$ cat config.mk
export PLATFORM = sky130hd
export DESIGN_NAME = bcd_convert_arbiter
export DESIGN_NICKNAME = d
export VERILOG_FILES = /design/src/rtl/bcd_arb_pkg.sv /design/src/rtl/bcd_convert_arbiter_rr.sv /design/src/rtl/double_dabble.sv /design/src/rtl/bcd_convert_arbiter.sv
export SDC_FILE = /design/constraint.sdc
export NUM_CORES = 1
export LEC_CHECK = 0
export ABC_CLOCK_PERIOD_IN_PS = 1500
export CAP_MARGIN = 20
export CORE_UTILIZATION = 46
export DETAILED_ROUTE_END_ITERATION = 8
export PLACE_DENSITY = 0.76
export SLEW_MARGIN = 20
export SYNTH_ARGS = -nofsm -noshare
export SYNTH_HDL_FRONTEND = slang
export SYNTH_SLANG_ARGS = --single-unit
$ cat constraint.sdc
create_clock -name clk -period 1.5 [get_ports clk]
set_input_delay 0.3 -clock clk [delete_from_list [all_inputs] [get_ports clk]]
set_output_delay 0.3 -clock clk [all_outputs]
set_load 0.02 [all_outputs]
$ cat src/rtl/bcd_arb_pkg.sv
// Shared types for the BCD converter arbiter: FSM encoding and id sizing.
// Build option BCD_ARB_CACHE_EN adds a per-requester result cache.
package bcd_arb_pkg;

   typedef enum logic [1:0] {
      ST_IDLE,
      ST_ISSUE,
      ST_WAIT,
      ST_DELIVER
   } arb_state_e;

   function automatic int unsigned id_w(input int unsigned n);
      return (n > 2) ? $clog2(n) : 1;
   endfunction

   localparam int unsigned DEF_NUM_REQ = 4;
   localparam int unsigned DEF_ID_W    = id_w(DEF_NUM_REQ);

endpackage

$ cat src/rtl/bcd_convert_arbiter_rr.sv
// Combinational round-robin pick: first set req after last_grant, wrapping.
module rr_arbiter
   import bcd_arb_pkg::*;
#(
   parameter int unsigned NUM_REQ = 4,
   parameter int unsigned ID_W    = id_w(NUM_REQ)
) (
   input  logic [NUM_REQ-1:0] req,
   input  logic [ID_W-1:0]    last_grant,
   output logic [ID_W-1:0]    grant_id,
   output logic               any_req
);

   logic [ID_W-1:0] idx;

   // Scan farthest-first so the nearest candidate overwrites last.
   always_comb begin
      grant_id = '0;
      idx      = '0;
      for (int i = int'(NUM_REQ); i >= 1; i--) begin
         idx = ID_W'((int'(last_grant) + i) % int'(NUM_REQ));
         if (req[idx]) grant_id = idx;
      end
      any_req = |req;
   end

endmodule

$ cat src/rtl/double_dabble.sv
// Sequential shift-and-add-3 binary-to-BCD converter, one bit per cycle.
// done rises the cycle after the last shift and holds until the next start.
module double_dabble #(
   parameter int unsigned INPUT_WIDTH    = 16,
   parameter int unsigned DECIMAL_DIGITS = 5
) (
   input  logic                          clk,
   input  logic                          resetn,
   input  logic                          start,
   input  logic [INPUT_WIDTH-1:0]        binary_in,
   output logic                          done,
   output logic [DECIMAL_DIGITS*4-1:0]   bcd_out
);

   localparam int unsigned BW = DECIMAL_DIGITS * 4;

   logic [INPUT_WIDTH-1:0] bin_q, bin_d;
   logic [BW-1:0]          bcd_q, bcd_d, adj;
   logic [7:0]             cnt_q, cnt_d;
   logic                   run_q, run_d;
   logic                   done_q, done_d;

   always_comb begin
      adj = '0;
      for (int d = 0; d < int'(DECIMAL_DIGITS); d++) begin
         adj[d*4 +: 4] = (bcd_q[d*4 +: 4] >= 4'd5) ?
                         bcd_q[d*4 +: 4] + 4'd3 : bcd_q[d*4 +: 4];
      end
      bin_d  = bin_q;
      bcd_d  = bcd_q;
      cnt_d  = cnt_q;
      run_d  = run_q;
      done_d = done_q;
      if (start) begin
         bin_d  = binary_in;
         bcd_d  = '0;
         cnt_d  = 8'(INPUT_WIDTH);
         run_d  = 1'b1;
         done_d = 1'b0;
      end else if (run_q) begin
         bin_d = bin_q << 1;
         bcd_d = {adj[BW-2:0], bin_q[INPUT_WIDTH-1]};
         cnt_d = cnt_q - 8'd1;
         if (cnt_q == 8'd1) begin
            run_d  = 1'b0;
            done_d = 1'b1;
         end
      end
   end

   always_ff @(posedge clk) begin
      if (!resetn) begin
         bin_q  <= '0;
         bcd_q  <= '0;
         cnt_q  <= '0;
         run_q  <= 1'b0;
         done_q <= 1'b0;
      end else begin
         bin_q  <= bin_d;
         bcd_q  <= bcd_d;
         cnt_q  <= cnt_d;
         run_q  <= run_d;
         done_q <= done_d;
      end
   end

   assign done    = done_q;
   assign bcd_out = bcd_q;

endmodule

$ cat src/rtl/bcd_convert_arbiter.sv
// Shares one double_dabble converter among NUM_REQ round-robin requesters.
// Define BCD_ARB_CACHE_EN to reuse the last result when a value repeats.
module bcd_convert_arbiter
   import bcd_arb_pkg::*;
#(
   parameter int unsigned NUM_REQ        = 4,
   parameter int unsigned INPUT_WIDTH    = 16,
   parameter int unsigned DECIMAL_DIGITS = 5,
   localparam int unsigned ID_W          = id_w(NUM_REQ)
) (
   input  logic                              clk,
   input  logic                              resetn,
   input  logic [NUM_REQ-1:0]                req,
   input  logic [NUM_REQ*INPUT_WIDTH-1:0]    req_binary,
   output logic [NUM_REQ-1:0]                ack,
   output logic [ID_W-1:0]                   ack_id,
   output logic [DECIMAL_DIGITS*4-1:0]       bcd_out,
   output logic                              busy
);

   localparam int unsigned BW = DECIMAL_DIGITS * 4;

   arb_state_e             state_q, state_d;
   logic [ID_W-1:0]        grant_q, grant_d;
   logic [ID_W-1:0]        last_q, last_d;
   logic [INPUT_WIDTH-1:0] bin_q, bin_d, sel_bin;
   logic [BW-1:0]          bcd_q, bcd_d, conv_bcd;
   logic [NUM_REQ-1:0]     ack_q, ack_d;
   logic [ID_W-1:0]        ack_id_q, ack_id_d;
   logic                   busy_q, busy_d;
   logic [ID_W-1:0]        arb_id;
   logic                   any_req, conv_start, conv_done;

`ifdef BCD_ARB_CACHE_EN
   logic                   hit_q, hit_d;
   logic [INPUT_WIDTH-1:0] cbin_q [NUM_REQ];
   logic [INPUT_WIDTH-1:0] cbin_d [NUM_REQ];
   logic [BW-1:0]          cbcd_q [NUM_REQ];
   logic [BW-1:0]          cbcd_d [NUM_REQ];
   logic [NUM_REQ-1:0]     cval_q, cval_d;

   assign conv_start = (state_q == ST_ISSUE) && !hit_q;
`else
   assign conv_start = (state_q == ST_ISSUE);
`endif

   rr_arbiter #(.NUM_REQ(NUM_REQ), .ID_W(ID_W)) u_rr (
      .req        (req),
      .last_grant (last_q),
      .grant_id   (arb_id),
      .any_req    (any_req)
   );

   double_dabble #(
      .INPUT_WIDTH    (INPUT_WIDTH),
      .DECIMAL_DIGITS (DECIMAL_DIGITS)
   ) u_dd (
      .clk       (clk),
      .resetn    (resetn),
      .start     (conv_start),
      .binary_in (bin_q),
      .done      (conv_done),
      .bcd_out   (conv_bcd)
   );

   always_comb begin
      sel_bin = '0;
      for (int i = 0; i < int'(NUM_REQ); i++) begin
         if (arb_id == ID_W'(i)) sel_bin = req_binary[i*INPUT_WIDTH +: INPUT_WIDTH];
      end
   end

   always_comb begin
      state_d  = state_q;
      grant_d  = grant_q;
      last_d   = last_q;
      bin_d    = bin_q;
      bcd_d    = bcd_q;
      ack_d    = '0;
      ack_id_d = ack_id_q;
      busy_d   = busy_q;
`ifdef BCD_ARB_CACHE_EN
      hit_d  = hit_q;
      cbin_d = cbin_q;
      cbcd_d = cbcd_q;
      cval_d = cval_q;
`endif
      unique case (state_q)
         ST_IDLE: begin
            if (any_req) begin
               grant_d = arb_id;
               last_d  = arb_id;
               bin_d   = sel_bin;
               busy_d  = 1'b1;
               state_d = ST_ISSUE;
`ifdef BCD_ARB_CACHE_EN
               hit_d = cval_q[arb_id] && (cbin_q[arb_id] == sel_bin);
`endif
            end
         end
         ST_ISSUE: begin
            state_d = ST_WAIT;
`ifdef BCD_ARB_CACHE_EN
            if (hit_q) begin
               bcd_d          = cbcd_q[grant_q];
               ack_d[grant_q] = 1'b1;
               ack_id_d       = grant_q;
               state_d        = ST_DELIVER;
            end
`endif
         end
         ST_WAIT: begin
            if (conv_done) begin
               bcd_d          = conv_bcd;
               ack_d[grant_q] = 1'b1;
               ack_id_d       = grant_q;
               state_d        = ST_DELIVER;
`ifdef BCD_ARB_CACHE_EN
               cbin_d[grant_q] = bin_q;
               cbcd_d[grant_q] = conv_bcd;
               cval_d[grant_q] = 1'b1;
`endif
            end
         end
         ST_DELIVER: begin
            busy_d  = 1'b0;
            state_d = ST_IDLE;
         end
         default: state_d = ST_IDLE;
      endcase
   end

   always_ff @(posedge clk) begin
      if (!resetn) begin
         state_q  <= ST_IDLE;
         grant_q  <= '0;
         last_q   <= ID_W'(NUM_REQ - 1);
         bin_q    <= '0;
         bcd_q    <= '0;
         ack_q    <= '0;
         ack_id_q <= '0;
         busy_q   <= 1'b0;
`ifdef BCD_ARB_CACHE_EN
         hit_q    <= 1'b0;
         cval_q   <= '0;
`endif
      end else begin
         state_q  <= state_d;
         grant_q  <= grant_d;
         last_q   <= last_d;
         bin_q    <= bin_d;
         bcd_q    <= bcd_d;
         ack_q    <= ack_d;
         ack_id_q <= ack_id_d;
         busy_q   <= busy_d;
`ifdef BCD_ARB_CACHE_EN
         hit_q    <= hit_d;
         cval_q   <= cval_d;
`endif
      end
   end

`ifdef BCD_ARB_CACHE_EN
   // Cache payload needs no reset; the valid bits gate it.
   always_ff @(posedge clk) begin
      cbin_q <= cbin_d;
      cbcd_q <= cbcd_d;
   end
`endif

   assign ack     = ack_q;
   assign ack_id  = ack_id_q;
   assign bcd_out = bcd_q;
   assign busy    = busy_q;

endmodule
; Yosys cells after proc, flatten, opt, wreduce, memory -nomap -nowiden
; Index checks and enable logic that the tools add are counted.
[op_classes]
n_mux = 35
mul = 0
bitwise = 1
eq_ne = 9
n_shift = 0
n_addsub = 10
n_lt_le_gt_ge = 11
n_div = 0
n_reduce_logical = 13
[op_table]
columns = cell, count
row1 = $mux 16, 6
row2 = $ge 4x3->1 const B, 5
row3 = $add 4x2->4 const B, 4
row4 = $mux 4, 4
row5 = $lt 2x3->1 const B, 5
row6 = $mux 2, 6
row7 = $mux 5, 2
row8 = $reduce_and 2->1, 5
row9 = $mux 1, 9
row10 = $bmux 1 s2, 4
row11 = $eq 2x2->1 const B, 4
row12 = $eq 8x1->1 const B, 1
row13 = $pmux 2 s4, 1
row14 = $sub 8x1->8 const B, 1
row15 = $add 2x1->2 const B, 2
row16 = $add 2x2->2 const B, 2
row17 = $eq 2x1->1 const B, 2
row18 = $logic_not 2->1, 2
row19 = $reduce_bool 2->1, 2
row20 = $reduce_or 4->1, 1
row21 = $add 3x2->3 const B, 1
row22 = $mux 3, 1
row23 = $reduce_and 3->1, 1
row24 = $demux 1 s2, 1
row25 = 7 further kinds, 7
[totals]
register_bits = 95
elab_cells = 93
output_inout_bits = 27
romBits = 0
mem_bits_rw = 0
inputBits = 70
mem_count = 0
latchBits = 0

; Depth between registers and ports, before layout
[depth]
ltp_word = 12
depth_mapped = 8
depth_no_buf = 7

; Cells and area by module
; Synthesis repeated with hierarchy kept, for this count alone.
[unflattened]
hier_cells = 547
hier_area_um2 = 4752.1
[modules_own_cells]
columns = mod, seq_area_each_um2, area_per_inst_um2, cells_each, instances
row1 = double_dabble, 920.9, 2492.4, 296, 1
row2 = bcd_convert_arbiter, 980.9, 2168.3, 237, 1
row3 = rr_arbiter, 0.0, 91.3, 14, 1

; Worst setup path before layout
; OpenSTA, ideal clock, no wires.
[synth_timing]
path_type = flip-flop to flip-flop
from = reg state_q[1]
to = reg u_dd.cnt_q[2]
arrival_ns = 1.485
setup_time_ns = 0.128
path_slack_ns = -0.113
path_buffers = 3
required_time_ns = 1.372
path_stages_with_launch = 8
period_less_slack_ns = 1.613
cell_sequence = dfxtp_1 > inv_1 > ha_1 > clkbuf_1 > nand2b_1 > clkbuf_1 > buf_1 > nor2_1
[synth_between]
elab_chain_cells = 2
[synth_rtl]
columns = item, line_no
row1 = from (decl), bcd_convert_arbiter.sv:23  ; arb_state_e state_q, state_d;
row2 = from (signal assigned), bcd_convert_arbiter.sv:148  ; state_q <= state_d;
row3 = $eq 2x1->1, bcd_convert_arbiter.sv:44  ; assign conv_start = (state_q == ST_ISSUE);
row4 = $reduce_or 2->1 (no line), --
row5 = to (signal assigned), double_dabble.sv:61  ; cnt_q <= cnt_d;
row6 = to (decl), double_dabble.sv:19  ; logic [7:0] cnt_q, cnt_d;
; Every way passes these cells.
; A chain may end at the register's enable or synchronous reset.

; Worst setup path in the final report
[layout_timing]
from = reg last_q[1]
to = reg bin_q[3]
[layout_between]
elab_chain_cells = 12
elab_cells_between_ends = 24
cone_classes = 4 x add/sub / 3 x eq/ne / 16 x mux / 1 x reduce/logical
[layout_rtl]
columns = item, line_no
row1 = from (decl), bcd_convert_arbiter.sv:25  ; logic [ID_W-1:0] last_q, last_d;
row2 = from (signal assigned), bcd_convert_arbiter.sv:137  ; last_q <= ID_W'(NUM_REQ - 1);
row3 = from (signal assigned), bcd_convert_arbiter.sv:150  ; last_q <= last_d;
row4 = $add 2x1->2, bcd_convert_arbiter_rr.sv:21  ; idx = ID_W'((int'(last_grant) + i) % int'(NUM_REQ));
row5 = $bmux 1 s2, bcd_convert_arbiter_rr.sv:22  ; if (req[idx]) grant_id = idx;
row6 = $mux 1 (implied by the code), bcd_convert_arbiter_rr.sv:22
row7 = $mux 2 (3 in series), bcd_convert_arbiter_rr.sv:22
row8 = $mux 2 (*), bcd_convert_arbiter_rr.sv:22
row9 = $logic_not 2->1, bcd_convert_arbiter.sv:69  ; if (arb_id == ID_W'(i)) sel_bin = req_binary[i*INPUT_WIDTH +: INPUT_WIDTH];
row10 = $mux 16 (3 in series), bcd_convert_arbiter.sv:69
row11 = $mux 16 (*), bcd_convert_arbiter.sv:69
row12 = to (signal assigned), bcd_convert_arbiter.sv:151  ; bin_q <= bin_d;
row13 = to (decl), bcd_convert_arbiter.sv:26  ; logic [INPUT_WIDTH-1:0] bin_q, bin_d, sel_bin;
; Every way passes the cells marked *; elsewhere a longest branch is shown, timed or not. The select of a mux whose other input is x is not followed.

==> qor.txt <==
outcome: finished, violations left
failing checks: negative setup slack
Critical Path End Type: register
die width: 102 µm
Synth cell types: 40
Static Leak: 0.00251 µW
top achievable clock speed: 588 MHz
Hold Buf Count CTS: 0
delay of the slowest critical-path stage: 400 ps
clock power share: 19.6%
die height: 102 µm
critical path required time: 1740 ps
GRT Resource Usage Total: 20.2%
DP Worst Slack: -622 ps
total global routing overflow: 0
largest delay contributor family on the critical path: multiplexers
RSZ-0062 raised after global routing: yes
Die ar.: 10,400 µm²
setup ws final: -201 ps
Sw Pwr: 2790 µW
sequential cell area: 1920 µm²
Via Count: 3,932
number of port buffers: 96
htree depth: 3
final hold slack: 461 ps
fillers: 849
DRC errors left: 0
Switching Fraction: 34.5%
crit start category: register
Data arrival, critical path: 1940 ps
Total Wirelength: 10,100 µm
clock buffer depth: 2
Final min period: 1700 ps
area of the multi-input gates: 2580 µm²
first-pass GRT wire length: 16,900 µm
initial drt markers: 137
Post-synth top flop: dfxtp_1
Area Overhead vs Synth: 36.4%
largest net degree at the start of global routing: 35
warnings from Yosys: 0
vias in the first global route: 3,897
Clock Latency Late Sink: 370 ps
CP most frequent cell: mux2i_1
Initial Util: 47.2%
final setup fails: 16
Internal Power: 5300 µW
synthesized area per cell: 8.73 µm²
Post-Syn Instances: 526
Tightest Pin Transition: 547 ps
Via-to-Cell Ratio: 5.07
Max IR drop VDD: 664 µV
critical path, cell by cell: mux2i_1, o221a_4, buf_6, mux2i_1, o221ai_2
critical path type: register to register
layout cells sized above 1: 13.5%
final hold violation count: 0
Slew HR: 63.2%
clk_skew: 15.4 ps
TritonCTS clock tree: yes
Seq/Total Area, Yosys: 41.4%
Combinational Power Share: 38.9%
Core ar.: 9730 µm²
Yosys reg bits: 95
Syn Nets: 613
initial antenna violation count: 0
sequential share of power: 41.5%
clk slew on worst S/H paths: 100 ps
critical path peak fanout: 8
P per Cell Area: 1290 nW/µm²
path category of the worst min-delay check: register to register
Sink Count: 95
# diodes: 0
Netlist Area Pre-Place: 4590 µm²
CTS Buf Count: 9
Tcrit/Tclk final: 113%
Slowest cell on crit path: dfxtp_4
asr flop ratio synth: 0%
Antenna Violating Nets Remaining: 0
gpl congestion: 0.769
Post-synth EDFFs: 0
first-pass detailed-route iteration total: 5
nets: 725
MaxCap Viol Count: 0
clk root buf: clkbuf_8
routed len/inst: 13.0 µm
worst path bufs/invs: 1
Slew Limit Fails: 0
Top Ports: 97
post-DP HPWL: 6950 µm
row count: 36
[cells in the final DEF, fill, tap and decap left out, types with 5 or more instances in the layout]
cell type	instances
and2_1	17
buf_6	7
nor2_1	25
buf_4	22
dlygate4sd2_1	31
nand2b_1	16
o211ai_1	5
buf_12	8
inv_1	17
nand2_1	98
nor2b_1	5
a21oi_1	17
o221ai_1	13
nand3_1	13
clkdlybuf4s50_1	65
mux2i_1	51
a21boi_0	20
o21ai_0	25
clkbuf_8	10
xnor2_1	12
ha_1	14
dfxtp_1	88
[tightest hold or removal path: cells and delay by family (launching register included)]
kind	cells	cell delay (ps)
flops	1	320
simple gates	1	50
compound gates	1	50
[final cells by class]
| type | count | area share, % |
|---|---|---|
| Clock buffer | 10 | 2.20 |
| Clock inverter | 6 | 0.679 |
| Inverter | 17 | 1.02 |
| Multi-Input combinational cell | 381 | 41.3 |
| Sequential cell | 95 | 30.6 |
| Tap cell | 133 | 2.66 |
| Timing Repair Buffer | 134 | 21.6 |
[power groups by stage]
| stage | sequential, µW | combinational, µW | clock, µW |
|---|---|---|---|
| 2_1_floorplan | 3280 | 1970 | 0 |
| 4_1_cts | 3350 | 3080 | 1630 |
| 3_5_place_dp | 3400 | 2780 | 0 |
| 3_3_place_gp | 3380 | 2690 | 0 |
| 6_report | 3360 | 3150 | 1590 |
| 5_1_grt | 3420 | 3440 | 1740 |
[metal layers]
layer / vias up / routed length (µm) / global-route usage [%]
met3: 11 / 414 / 3.21
met5: - / 0 / 0
li1: 2011 / - / -
met2: 99 / 5020 / 36.1
met1: 1811 / 4570 / 24.9
met4: 0 / 109 / 6.59
[kinds of logic after synthesis]
logic type | after synthesis | synth area share (%)
adder cells (fa/ha/maj) | 17 | 4.63
AND/OR/NAND/NOR | 193 | 19.7
AO/OA/AOI/OAI | 100 | 14.4
multiplexers | 55 | 12.0
buffers and inverters | 50 | 4.85
flip-flops | 95 | 41.4
XOR/XNOR | 16 | 3.05
[stage by stage]
stage / cells / power (µW) / cell area (µm²) / setup TNS (ps) / utilization (%)
finish: 776 / 8090 / 6260 / -1320 / 64.4
global route: 776 / 8600 / 6260 / -2410 / 64.4
CTS: 776 / 8060 / 6180 / -930 / 63.6
detailed placement: 752 / 6180 / 5880 / -12340 / 60.4
global placement: 752 / 6060 / 5880 / -10990 / 60.4
floorplan: 526 / 5260 / 4620 / 0 / -
[state kept, by name (all words and copies together) (netlist names)]
register / cells
bcd_out: 20
u_dd.bcd_out: 20
bin_q: 16
u_dd.bin_q: 16
u_dd.cnt_q: 8
ack: 4
ack_id: 2
grant_q: 2
last_q: 2
state_q: 2
busy: 1
u_dd.done: 1
u_dd.run_q: 1
[cell usage after synthesis (3+ instances only)]
| cell | number | area (µm²) |
|---|---|---|
| nand2_1 | 99 | 372 |
| dfxtp_1 | 95 | 1900 |
| mux2i_1 | 55 | 551 |
| o21ai_0 | 26 | 130 |
| nor2_1 | 25 | 93.8 |
| a21boi_0 | 23 | 173 |
| a21oi_1 | 20 | 100 |
| and2_1 | 19 | 119 |
| clkbuf_1 | 18 | 67.6 |
| ha_1 | 17 | 213 |
| inv_1 | 17 | 63.8 |
| nand2b_1 | 16 | 100 |
| o221ai_1 | 15 | 131 |
| nand3_1 | 13 | 65.1 |
| xnor2_1 | 12 | 105 |
| buf_2 | 7 | 35.0 |
| nor2b_1 | 5 | 31.3 |
| o211ai_1 | 5 | 37.5 |
| a21o_1 | 4 | 30.0 |
| nor3_1 | 4 | 20.0 |
| xor2_1 | 4 | 35.0 |
| buf_1 | 3 | 11.3 |
| buf_4 | 3 | 22.5 |
[worst paths after layout]
path / from / end / slack [ps] / cells past startpoint
worst min register to register: bcd_out[6]$_SDFFE_PN0P_ / bcd_out[6]$_SDFFE_PN0P_ / 460 / 2
worst min-delay path: bcd_out[6]$_SDFFE_PN0P_ / bcd_out[6]$_SDFFE_PN0P_ / 460 / 2
worst max register to register: last_q[1]$_SDFFE_PN1P_ / bin_q[3]$_SDFFE_PN0P_ / -200 / 5
worst max-delay path: last_q[1]$_SDFFE_PN1P_ / bin_q[3]$_SDFFE_PN0P_ / -200 / 5
[timing repair]
| action | 4_1_cts | 5_1_grt |
|---|---|---|
| gates cloned | 1 | 1 |
| endpoints found under the setup margin | 47 | 34 |
| buffers inserted | 7 | 1 |
| resized for setup | 50 | 28 |
| pin swaps | 7 | 11 |
(Power assumes the default switching activity.)
